<file path="src/rtl/tdc_pkg.sv">
// Shared constants and helpers for the pipelined TDC thermometer encoder.
package tdc_pkg;

    localparam int unsigned TDC_N_TAPS_DEF = 64;
    localparam int unsigned TDC_BK_LEN_DEF = 4;
    localparam int unsigned TDC_FRAC_W_DEF = 10;

    // Index reported when no edge is present
    localparam int unsigned TDC_IDX_NONE = 0;

    // Width of an edge_t fixed-point value: integer tap index plus fraction
    function automatic int unsigned edge_w(input int unsigned int_w, input int unsigned frac_w);
        return int_w + frac_w;
    endfunction

endpackage

</file>
<file path="src/rtl/tdc_prio_enc.sv">
// Lowest-set-bit priority encoder: index of the lowest asserted input plus a hit flag.
module tdc_prio_enc
    import tdc_pkg::*;
#(
    parameter int unsigned N     = 61,
    parameter int unsigned IDX_W = 6
) (
    input  logic [N-1:0]     vec,
    output logic [IDX_W-1:0] idx_c,
    output logic             found_c
);

    // Scan from the top so the lowest set bit is the last one written
    always_comb begin
        idx_c   = IDX_W'(TDC_IDX_NONE);
        found_c = 1'b0;
        for (int i = int'(N) - 1; i >= 0; i--) begin
            if (vec[i]) begin
                idx_c   = IDX_W'(i);
                found_c = 1'b1;
            end
        end
    end

endmodule

</file>
<file path="src/rtl/tdc_encoder_pipe.sv">
// Two-stage pipelined TDC encoder: first rising/falling edge with bubble killer,
// held edges across missed captures, half-period and loss-of-lock tracking.
// Optional macro TDC_AVG_EN: half_period becomes a 4-entry running average.
module tdc_encoder_pipe
    import tdc_pkg::*;
#(
    parameter int unsigned N_TAPS   = TDC_N_TAPS_DEF,
    parameter int unsigned BK_LEN   = TDC_BK_LEN_DEF,
    parameter int unsigned FRAC_W   = TDC_FRAC_W_DEF,
    parameter int unsigned INT_W    = $clog2(N_TAPS),
    parameter int unsigned MISS_MAX = 8
) (
    input  logic                             clk,
    input  logic                             rst_n,
    input  logic                             in_valid,
    input  logic [N_TAPS-1:0]                samples,
    input  logic                             inv_dir,
    output logic                             out_valid,
    output logic [INT_W+FRAC_W-1:0]          edge_rise,
    output logic [INT_W+FRAC_W-1:0]          edge_fall,
    output logic                             rise_found,
    output logic                             fall_found,
    output logic [INT_W+FRAC_W-1:0]          half_period,
    output logic [$clog2(MISS_MAX+1)-1:0]    miss_cnt,
    output logic                             lock_err
);

    localparam int unsigned EDGE_W = edge_w(INT_W, FRAC_W);
    localparam int unsigned MISS_W = $clog2(MISS_MAX + 1);
    localparam int unsigned N_POS  = N_TAPS - BK_LEN + 1;

    logic [N_TAPS-1:0] s1_v;
    logic              s1_valid;

    logic [N_POS-1:0]  rise_raw;
    logic [N_POS-1:0]  fall_raw;
    logic [N_POS-1:0]  rise_vec;
    logic [N_POS-1:0]  fall_vec;
    logic [INT_W-1:0]  rise_idx_c;
    logic [INT_W-1:0]  fall_idx_c;
    logic              rise_hit_c;
    logic              fall_hit_c;

    logic [EDGE_W-1:0] rise_nxt_c;
    logic [EDGE_W-1:0] fall_nxt_c;
    logic [EDGE_W-1:0] diff_c;
    logic [EDGE_W-1:0] half_nxt_c;
    logic [MISS_W-1:0] miss_nxt_c;
    logic              complete_c;

    // Stage 1: capture the direction-corrected snapshot with its valid bit
    always_ff @(posedge clk or negedge rst_n) begin
        if (!rst_n) begin
            s1_v     <= '0;
            s1_valid <= 1'b0;
        end else begin
            s1_valid <= in_valid;
            if (in_valid) begin
                s1_v <= inv_dir ? ~samples : samples;
            end
        end
    end

    // Bubble-killer windows: BK_LEN-1 quiet taps followed by the new level
    for (genvar gi = 0; gi < int'(N_POS); gi++) begin : g_win
        assign rise_raw[gi] =  s1_v[gi+BK_LEN-1] & ~(|s1_v[gi +: BK_LEN-1]);
        assign fall_raw[gi] = ~s1_v[gi+BK_LEN-1] &  (&s1_v[gi +: BK_LEN-1]);
    end

    // Position 0 is never reported
    assign rise_vec = rise_raw & ~N_POS'(1);
    assign fall_vec = fall_raw & ~N_POS'(1);

    tdc_prio_enc #(.N(N_POS), .IDX_W(INT_W)) u_rise_enc (
        .vec     (rise_vec),
        .idx_c   (rise_idx_c),
        .found_c (rise_hit_c)
    );

    tdc_prio_enc #(.N(N_POS), .IDX_W(INT_W)) u_fall_enc (
        .vec     (fall_vec),
        .idx_c   (fall_idx_c),
        .found_c (fall_hit_c)
    );

    // Next edge values (held when missing), their distance and miss counter
    always_comb begin
        rise_nxt_c = rise_hit_c ? {rise_idx_c, {FRAC_W{1'b0}}} : edge_rise;
        fall_nxt_c = fall_hit_c ? {fall_idx_c, {FRAC_W{1'b0}}} : edge_fall;
        diff_c     = (rise_nxt_c >= fall_nxt_c) ? (rise_nxt_c - fall_nxt_c)
                                                : (fall_nxt_c - rise_nxt_c);
        complete_c = rise_hit_c & fall_hit_c;
        miss_nxt_c = miss_cnt;
        if (complete_c) begin
            miss_nxt_c = '0;
        end else if (miss_cnt != MISS_W'(MISS_MAX)) begin
            miss_nxt_c = miss_cnt + MISS_W'(1);
        end
    end

`ifdef TDC_AVG_EN
    logic [EDGE_W-1:0] hist     [4];
    logic [EDGE_W-1:0] hist_nxt [4];
    logic [EDGE_W+1:0] hist_sum_c;

    // History shifts in the instantaneous difference on complete results only
    always_comb begin
        for (int k = 0; k < 4; k++) begin
            hist_nxt[k] = hist[k];
        end
        if (s1_valid && complete_c) begin
            hist_nxt[0] = diff_c;
            for (int k = 1; k < 4; k++) begin
                hist_nxt[k] = hist[k-1];
            end
        end
        hist_sum_c = (EDGE_W+2)'(hist_nxt[0]) + (EDGE_W+2)'(hist_nxt[1])
                   + (EDGE_W+2)'(hist_nxt[2]) + (EDGE_W+2)'(hist_nxt[3]);
        half_nxt_c = EDGE_W'(hist_sum_c >> 2);
    end

    // History register
    always_ff @(posedge clk or negedge rst_n) begin
        if (!rst_n) begin
            for (int k = 0; k < 4; k++) begin
                hist[k] <= '0;
            end
        end else begin
            for (int k = 0; k < 4; k++) begin
                hist[k] <= hist_nxt[k];
            end
        end
    end
`else
    assign half_nxt_c = diff_c;
`endif

    // Stage 2: result registers, updated only when a result is produced
    always_ff @(posedge clk or negedge rst_n) begin
        if (!rst_n) begin
            out_valid   <= 1'b0;
            edge_rise   <= '0;
            edge_fall   <= '0;
            rise_found  <= 1'b0;
            fall_found  <= 1'b0;
            half_period <= '0;
            miss_cnt    <= '0;
        end else begin
            out_valid <= s1_valid;
            if (s1_valid) begin
                edge_rise   <= rise_nxt_c;
                edge_fall   <= fall_nxt_c;
                rise_found  <= rise_hit_c;
                fall_found  <= fall_hit_c;
                half_period <= half_nxt_c;
                miss_cnt    <= miss_nxt_c;
            end
        end
    end

    assign lock_err = (miss_cnt == MISS_W'(MISS_MAX));

endmodule

</file>
<file path="config.mk">
export PLATFORM = sky130hd
export DESIGN_NAME = tdc_encoder_pipe
export DESIGN_NICKNAME = d
export VERILOG_FILES = /design/src/rtl/tdc_pkg.sv /design/src/rtl/tdc_prio_enc.sv /design/src/rtl/tdc_encoder_pipe.sv
export SDC_FILE = /design/constraint.sdc
export NUM_CORES = 1
export LEC_CHECK = 0
export CORE_UTILIZATION = 30
export DETAILED_ROUTE_END_ITERATION = 7
export GPL_TIMING_DRIVEN = 0
export SETUP_SLACK_MARGIN = 0.02
export SLEW_MARGIN = 40
export SYNTH_ARGS = -nofsm -noshare
export SYNTH_HDL_FRONTEND = slang
export SYNTH_SLANG_ARGS = --single-unit
</file>
<file path="constraint.sdc">
create_clock -name clk -period 9.89 [get_ports clk]
set_clock_uncertainty 0.1 [all_clocks]
set_input_delay 1.978 -clock clk [delete_from_list [all_inputs] [get_ports clk]]
set_output_delay 1.978 -clock clk [all_outputs]
set_load 0.05 [all_outputs]
</file>
# --- Word level (Yosys, flattened, before mapping) ---
# Cells that the tools add are included.
classes:
  reduce_logical: 122
  magnitude_cmp: 1
  n_shift: 0
  bitwise_logic: 242
  n_eq_ne: 2
  n_div: 0
  mul: 0
  n_mux: 246
  addsub: 3
op_table:
  columns: ["cell", "n"]
  rows:
  - ["$mux 6", 120]
  - ["$reduce_and 3->1", 60]
  - ["$reduce_or 3->1", 60]
  - ["$and 1x1->1", 121]
  - ["$mux 1", 120]
  - ["$not 1->1", 120]
  - ["$mux 64", 1]
  - ["$not 64->64", 1]
  - ["$mux 16", 3]
  - ["$sub 16x16->16", 2]
  - ["$ge 16x16->1", 1]
  - ["$mux 4", 2]
  - ["$add 4x1->4 const B", 1]
  - ["$eq 4x4->1 const B", 1]
  - ["$ne 4x4->1 const B", 1]
  - ["$reduce_and 2->1", 1]
  - ["$reduce_bool 2->1", 1]
totals:
  romBits: 0
  memories: 0
  output_inout_bits: 56
  mem_bits_rw: 0
  latch_bits: 0
  input_bits: 68
  reg_bits: 120

# --- Logic depth before layout (Yosys ltp) ---
# Gate-level depths: netlist (run 1).
depth:
  ltp_word: 66
  mapped_depth: 23
  mapped_depth_nobuf: 19

# --- By module ---
# Synthesis (run 1) repeated with hierarchy kept, for this count alone.
unflattened:
  cells_unflattened: 1142
  hier_area_um2: 9315.2
by_module_without_submodules:
  columns: ["module", "cells_per_inst", "instances", "area_each_um2", "seq_area_each_um2"]
  rows:
  - ["tdc_encoder_pipe", 858, 1, 7786.2, 2977.9]
  - ["tdc_prio_enc", 142, 2, 764.5, 0.0]

# --- Least setup slack after synthesis (run 1) ---
# OpenSTA, ideal clock, no wires.
synth_path:
  path_type: "reg-to-reg"
  start: "register s1_v[54]"
  end: "register half_period[10]"
  synth_period_minus_slack_ps: 5194
  stages_incl_launch_ff: 22
  n_path_buf: 2
  arrival_time_ps: 4969
  setup_ps: 125
  setup_slack_ps: 4696
  cell_sequence: "dfrtp_1 clkbuf_1 or3b_2 a21oi_1 o221a_2 o211ai_1 a211oi_1 o311ai_0 a221oi_1 o211ai_1 mux2_2 ha_1 buf_2 a21oi_1 nand2_1 a221o_1 o41ai_4 mux2_2 a221o_1 a31oi_1 xnor2_1 mux2_2"
synth_via:
  elab_chain_cells: 60
  elab_cells_between_ends: 240
  cone_classes: "add/sub (2); order compare (1); mux (219); bitwise (12); reduce/logical (6)"
synth_rtl:
  columns: ["item", "line_no", "text"]
  rows:
  - ["start, declared", "tdc_encoder_pipe.sv:32", "logic [N_TAPS-1:0] s1_v;"]
  - ["start signal, assigned", "tdc_encoder_pipe.sv:59", "s1_v <= inv_dir ? ~samples : samples;"]
  - ["$reduce_or 3->1", "tdc_encoder_pipe.sv:66", "assign rise_raw[gi] = s1_v[gi+BK_LEN-1] & ~(|s1_v[gi +: BK_LEN-1]);"]
  - ["$not 1->1", "tdc_encoder_pipe.sv:66", null]
  - ["$and 1x1->1", "tdc_encoder_pipe.sv:66", null]
  - ["$mux 6 / $mux 1 (equally long branches) (54 in a row)", "tdc_prio_enc.sv:18", "if (vec[i]) begin"]
  - ["$mux 16 *", "tdc_encoder_pipe.sv:88", "rise_nxt_c = rise_hit_c ? {rise_idx_c, {FRAC_W{1'b0}}} : edge_rise;"]
  - ["named net rise_nxt_c[10]", "tdc_encoder_pipe.sv:44", "logic [EDGE_W-1:0] rise_nxt_c;"]
  - ["$sub 16x16->16, or another cell as far along", "tdc_encoder_pipe.sv:91", ": (fall_nxt_c - rise_nxt_c);"]
  - ["$mux 16 *", "tdc_encoder_pipe.sv:90", "diff_c = (rise_nxt_c >= fall_nxt_c) ? (rise_nxt_c - fall_nxt_c)"]
  - ["end signal, assigned", "tdc_encoder_pipe.sv:155", "half_period <= half_nxt_c;"]
  - ["end, declared", "tdc_encoder_pipe.sv:23", "output logic [INT_W+FRAC_W-1:0] half_period,"]
# The timed path passes the listed nets; every way through them passes the cells marked *.
# A chain may end at the register's enable or synchronous reset.

# --- Worst setup path after layout (run 1) ---
layout_path:
  start: "register s1_v[50]"
  end: "register half_period[10]"
layout_via:
  elab_cells_between_ends: 224
  cone_classes: "add/sub (2); order compare (1); mux (203); bitwise (12); reduce/logical (6)"
layout_rtl:
  columns: ["item", "line_no", "text"]
  rows:
  - ["$reduce_and 3->1", "tdc_encoder_pipe.sv:67", "assign fall_raw[gi] = ~s1_v[gi+BK_LEN-1] & (&s1_v[gi +: BK_LEN-1]);"]
  - ["$and 1x1->1", "tdc_encoder_pipe.sv:67", null]
  - ["$mux 1 (3 in a row)", "tdc_prio_enc.sv:18", null]
  - ["$mux 1 * (47 in a row)", "tdc_prio_enc.sv:18", null]
  - ["$mux 16 *", "tdc_encoder_pipe.sv:89", "fall_nxt_c = fall_hit_c ? {fall_idx_c, {FRAC_W{1'b0}}} : edge_fall;"]
  - ["named net fall_nxt_c[5]", "tdc_encoder_pipe.sv:45", "logic [EDGE_W-1:0] fall_nxt_c;"]
  - ["$sub 16x16->16, or another cell as far along", "tdc_encoder_pipe.sv:91", null]
  - ["$mux 16 *", "tdc_encoder_pipe.sv:90", null]
# Marked as above.

==> impl_metrics.tcl, run 1 <==
set metrics [dict create \
    cap_violations 0 \
    cts_buffers 17 \
    yosys_warnings 0 \
    die-area_um2 33100 \
    antenna_found_initial 0 \
    first_global_vias 8821 \
    worstSetupStartpointType "flop" \
    crit_top_cell "buf_2" \
    final_layout_size_suffix_gt1_frac 0.0633 \
    final_util 0.381 \
    synth_nets 1355 \
    slew_headroom 0.470 \
    core_um2 31700 \
    gp_congestion 0.917 \
    grt_pass1_wl_um 47500 \
    yosysTopAreaCell "dfrtp_1" \
    max_freq_mhz 147 \
    path_buf_inv 5 \
    power.leakage_uw 0.00507 \
    yosysSeqAreaShare 0.307 \
    crit_arrival_ns 7.02 \
    async_reset_ff_frac 1.00 \
    drt_pass1_iterations 5 \
    netlist_instances 1252 \
    critPathCaptureType "flop" \
    timing.setup.tns_ns 0 \
    cts_hold_buf 0 \
    min_path_cells 0 \
    syn_to_final_growth_pct 24.6 \
    hp-class "reg -> reg" \
    post_cts_buffers 0 \
    vias 9407 \
    hp-start "s1_valid" \
    r2r_start "s1_v[50]" \
    drv_slew 0 \
    synth-main-ff-cell "dfrtp_1" \
    drc 0 \
    total_power_uw 2630 \
    p_per_area_nw_per_um2 217 \
    synth_cell_types 70 \
    clockBufferDepth 2 \
    vdd_ir_drop_max_mv 0.158 \
    ys_ff_latch 119 \
    finalCritPeriodShare 0.688 \
    critical-path-top-delay-family "compound AO/OA/AOI/OAI gates" \
    place_ws_ns 3.17 \
    htreeDepth 4 \
    placementRows 65 \
    status "completed" \
    setup_viol 0 \
    reg2reg_to "half_period[10]" \
    critical_path_class "reg -> reg" \
    fin_nets 1496 \
    netlist.area_leader.share 0.307 \
    holdPathEnd "out_valid" \
    dp_cells 1776 \
    drtIter0Drc 647 \
    hold_viol_final 0 \
    stdcell_count 1808 \
    place_hpwl_um 22700 \
    clkTransAtPathRegs_ns 0.06 \
    syn-cell-area_um2 9710 \
    clkSinkCount 119 \
    path_cells "buf_2 > and3b_1 > o21ai_0 > nor4bb_1 > nand4_1 > nor3_1 > buf_2 > buf_1 > nand2_1 > inv_1 > ha_1 > buf_2 > a21oi_1 > o21ai_1 > a221o_1 > o41ai_4 > mux2_2 > a221o_1 > a31oi_1 > xnor2_1 > mux2_2" \
    cp_slowest_cell "nor4bb_1" \
    die_h_um 182 \
    track_usage 0.182 \
    n_antenna_cell 0 \
    period_needed_ns 6.80 \
    grt-ovfl-total 0 \
    reg2reg_slack_ns 3.09 \
    cts_tree "yes" \
    finalWorstSetupSlack_ns 3.09 \
    reg2reg_depth 21 \
    worst_slew_pin_slew_ns 0.775 \
    cp_max_fo 10 \
    syn_avg_cell_area_um2 7.76 \
    io_buffers 121 \
    synth.most_common_cell "nor2_1" \
    ant_nets 0 \
    cpPeakStageDelay_ns 0.74 \
    crit_required_ns 10.11 \
    rsz0062_at_grt "false" \
    ys_top_cells_by_area "dfrtp_1 (31%), a21oi_1 (6.6%), xnor2_1 (6.5%)" \
    clk_latency_ns 0.43 \
    drt-total-wl_um 29700 \
    clock-root-buffer "clkbuf_16" \
    wire_per_inst_um 16.4 \
    initial_utilization 0.306 \
    synth_commonest_cells "nor2_1 (151), a21oi_1 (128), nand2_1 (122), dfrtp_1 (119), xnor2_1 (72)" \
    synth_edf_count 0 \
    via_per_inst 5.20 \
    die_w_um 182 \
    io_pins 124 \
    grt_max_degree 62 \
    postCtsResizedCells 0 \
]
==> worst reg2reg max path: cells and delay by family (launching register included) <==
| kind | cells | cell delay [ns] |
|---|---|---|
| AO/OA/AOI/OAI | 7 | 2.12 |
| AND/OR/NAND/NOR | 5 | 1.79 |
| flip-flops | 1 | 0.32 |
| multiplexers | 2 | 0.71 |
| adder cells (fa/ha/maj) | 1 | 0.21 |
| XOR/XNOR | 1 | 0.10 |
| buffers and inverters | 5 | 1.35 |
==> power breakdown <==
part / switching (uW) / leakage, uW / internal [uW]
registers: 55.2 / 0.00143 / 558
clock network: 263 / 0.000303 / 428
logic: 812 / 0.00334 / 515
total: 1130 / 0.00507 / 1500
==> flip-flops by register name, indices dropped and copies added (netlist names) <==
signal and cells:
s1_v 63, s1_valid 1, out_valid 1, rise_found 1, fall_found 1, edge_rise 16, half_period 16, miss_cnt 4
edge_fall 16
==> final cells by class <==
| cell class | instances | area (um2) |
|---|---|---|
| well taps | 402 | 503 |
| clock buffers | 17 | 425 |
| clock inverters | 15 | 215 |
| multi-input cells | 980 | 6110 |
| inverters | 46 | 173 |
| plain buffers | 107 | 450 |
| fillers | 3343 | 19600 |
| repair buffers | 122 | 1240 |
| flip-flops and latches | 119 | 2980 |
==> routing by layer <==
layer  wire length (um)  share of wire  vias up  GRT usage
met5                  0              0        -          0
met4                495          0.017        0     0.0518
met1              14100           0.47     4477      0.244
met2              13900           0.47      231      0.299
li1                   -              -     4669          -
met3               1260          0.043       30     0.0311
==> stage by stage <==
| stage | area (um2) | hold WS, ns |
|---|---|---|
| after CTS | 12100 | 0.374 |
| after global placement | 11400 | 0.364 |
| final | 12100 | 0.387 |
| after floorplan | 9710 | 0.273 |
| after global routing | 12100 | 0.399 |
| after detailed placement | 11500 | 0.360 |
==> how the worst max path moves through the flow <==
stage                     startpoint               to  slack, ns  depth (start not counted)
final                       s1_v[50]  half_period[10]       3.09                         21
after global routing        s1_v[50]   half_period[3]       2.76                         22
after CTS                   s1_v[50]   half_period[1]       3.16                         21
after detailed placement    s1_v[50]   half_period[1]       3.17                         21
after global placement         rst_n          s1_v[7]       1.77                          1
after floorplan             s1_v[54]  half_period[10]       4.70                         21
==> kinds of logic (layout without fill, tap and decap cells) <==
logic type	Yosys count	after routing	synth area share
buffers and inverters	153	307	0.0642
DFF	119	119	0.307
AOI/OAI and AO/OA	365	365	0.242
adders and majority gates	35	35	0.0466
and+or+nand+nor	474	474	0.239
xor gates and xnor gates	75	75	0.0676
muxes	31	31	0.0339
==> cells in the final DEF, fill, tap and decap left out, types with 33 or more instances in the layout <==
cell type	n
ha_1	33
inv_1	46
dfrtp_1	119
clkbuf_1	68
clkdlybuf4s50_1	120
nand2_1	122
nor2b_1	37
buf_2	33
a21oi_1	128
nor2_1	151
xnor2_1	72
o21ai_0	63
Power figures use the tool's default switching activity.
==> inputs of run 2 (changes only) <==
clock period = 6.5 ns   (was 9.89 ns; I/O delays follow)
==> run 2 against run 1 <==
Effect of this change:
- non-clock buffer count unchanged
- sequential power increased by 52%
- clock power increased by 52%
- critical endpoint unchanged
- largest cell class unchanged
- largest power group unchanged
==> impl_metrics.tcl, run 2 (same netlist as run 1, synthesis figures left out) <==
set metrics [dict create \
    max_freq_mhz 162 \
    die_w_um 182 \
    reg2reg_slack_ns 0.32 \
    cts_buffers 17 \
    fin_nets 1496 \
    status "completed" \
    clkPwrFrac 0.262 \
    cts_hold_buf 0 \
    place_hpwl_um 22700 \
    syn_to_final_growth_pct 24.9 \
    reg2reg_to "half_period[10]" \
    slew_headroom 0.481 \
    r2r_start "s1_v[22]" \
    p_comb_frac 0.505 \
    antenna_found_initial 0 \
    drt_pass1_iterations 5 \
    drv_slew 0 \
    period_needed_ns 6.18 \
    clkTransAtPathRegs_ns 0.07 \
    htreeDepth 4 \
    critPathCaptureType "flop" \
    first_global_vias 8821 \
    hp-start "s1_valid" \
    vdd_ir_drop_max_mv 0.241 \
    clkSinkCount 119 \
    stdcell_count 1808 \
    post_cts_buffers 0 \
    core_um2 31700 \
    postCtsResizedCells 2 \
    ant_nets 0 \
    io_pins 124 \
    cts_tree "yes" \
    hold_viol_final 0 \
    wire_per_inst_um 16.5 \
    finalCritPeriodShare 0.951 \
    clockBufferDepth 2 \
    holdPathEnd "out_valid" \
    die_h_um 182 \
    critical_path_class "reg -> reg" \
    placementRows 65 \
    clock-root-buffer "clkbuf_16" \
    drt-total-wl_um 29800 \
    gp_congestion 0.917 \
    rsz0062_at_grt "false" \
    track_usage 0.182 \
    io_buffers 121 \
    timing.setup.tns_ns 0 \
    switchingPower_uw 1720 \
    p_int_uw 2290 \
    final_util 0.382 \
    drtIter0Drc 624 \
    grt_max_degree 62 \
    most-common-layout-cells "nor2_1 (151), a21oi_1 (128), nand2_1 (122), clkdlybuf4s50_1 (120), dfrtp_1 (119)" \
    cp_max_fo 10 \
    hp-class "reg -> reg" \
    grt-ovfl-total 0 \
    switching_share 0.429 \
    largest-register "s1_v" \
    setup_viol 0 \
    clk_latency_ns 0.43 \
    via_per_inst 5.18 \
    final_common_cell "nor2_1" \
    pwr-share-seq 0.233 \
    grt_pass1_wl_um 47500 \
    worst_slew_pin_slew_ns 0.758 \
    hold-worst-slack_ns 0.388 \
    n_antenna_cell 0 \
    largest_reg_flops 63 \
    nFillCells 3342 \
    worstSetupStartpointType "flop" \
    p_per_area_nw_per_um2 331 \
    final_layout_size_suffix_gt1_frac 0.0676 \
    die-area_um2 33100 \
    reg2reg_depth 20 \
    crit_arrival_ns 6.40 \
    cap_violations 0 \
    power.leakage_uw 0.00509 \
    drc 0 \
    vias 9373 \
    min_path_cells 0 \
    dp_cells 1776 \
    initial_utilization 0.306 \
    crit_required_ns 6.72 \
]
run 2: cell types whose count changed in the layout (fill, tap and decap cells not counted):
cell	delta
clkbuf_1	-2
clkbuf_2	+2
nor4bb_1	-2
buf_1	-1
buf_2	+1
nor3_1	-1
nor3_2	+1
nor4bb_2	+1
nor4bb_4	+1
o311ai_0	-1
o311ai_1	+1
run 2: cell type report:
| cell class | instances | area (um2) | share of cell area |
|---|---|---|---|
| sequential | 119 | 2980 | 0.245 |
| tap | 402 | 503 | 0.0415 |
| inverter | 46 | 173 | 0.0142 |
| clock inverter | 15 | 215 | 0.0177 |
| buffer | 107 | 454 | 0.0374 |
| timing repair buffer | 122 | 1240 | 0.103 |
| clock buffer | 17 | 425 | 0.0351 |
| multi-input combinational | 980 | 6140 | 0.506 |
run 2: worst max-delay path by stage:
stage                  start              end  cells past startpoint
floorplan           s1_v[54]  half_period[10]                     21
global placement       rst_n          s1_v[7]                      1
detailed placement  s1_v[50]   half_period[1]                     21
CTS                 s1_v[22]   half_period[1]                     20
global route        s1_v[57]   half_period[3]                     22
finish              s1_v[22]  half_period[10]                     20
run 2: power by group through the flow:
stage	clock network [uW]	registers, uW	logic (uW)
finish	1050	934	2030
global route	1100	948	2220
CTS	1070	932	2020
detailed placement	0	945	2010
global placement	0	942	1990
floorplan	0	1120	1240
run 2: worst max-delay path, stage by stage (launching register included):
cell      delay (ns)
dfrtp_1         0.39
clkbuf_1        0.24
nor2b_1         0.20
o21ai_0         0.41
o2111a_1        0.35
nand2_1         0.10
nor4b_1         0.42
clkbuf_2        0.34
clkbuf_2        0.31
nand2_1         0.12
ha_1            0.29
buf_2           0.19
a21oi_1         0.27
o21ai_1         0.16
a221o_1         0.39
o41ai_4         0.38
mux2_2          0.44
a221o_1         0.37
a31oi_1         0.23
xnor2_1         0.10
mux2_2          0.27
run 2: through the flow:
step	worst slack (ns)	cell area, um2	total power (uW)
after floorplan	1.31	9710	2360
after global placement	-0.942	11400	2930
after detailed placement	-0.219	11500	2950
after CTS	0.0920	12100	4020
after global routing	0.0275	12100	4270
final	0.317	12100	4010
run 2: metal layers:
| metal | global-route usage | vias up | part of all wire |
|---|---|---|---|
| li1 | - | 4668 | - |
| met1 | 0.244 | 4428 | 0.46 |
| met2 | 0.299 | 249 | 0.47 |
| met3 | 0.0311 | 28 | 0.051 |
| met4 | 0.0518 | 0 | 0.015 |
| met5 | 0 | - | 0 |
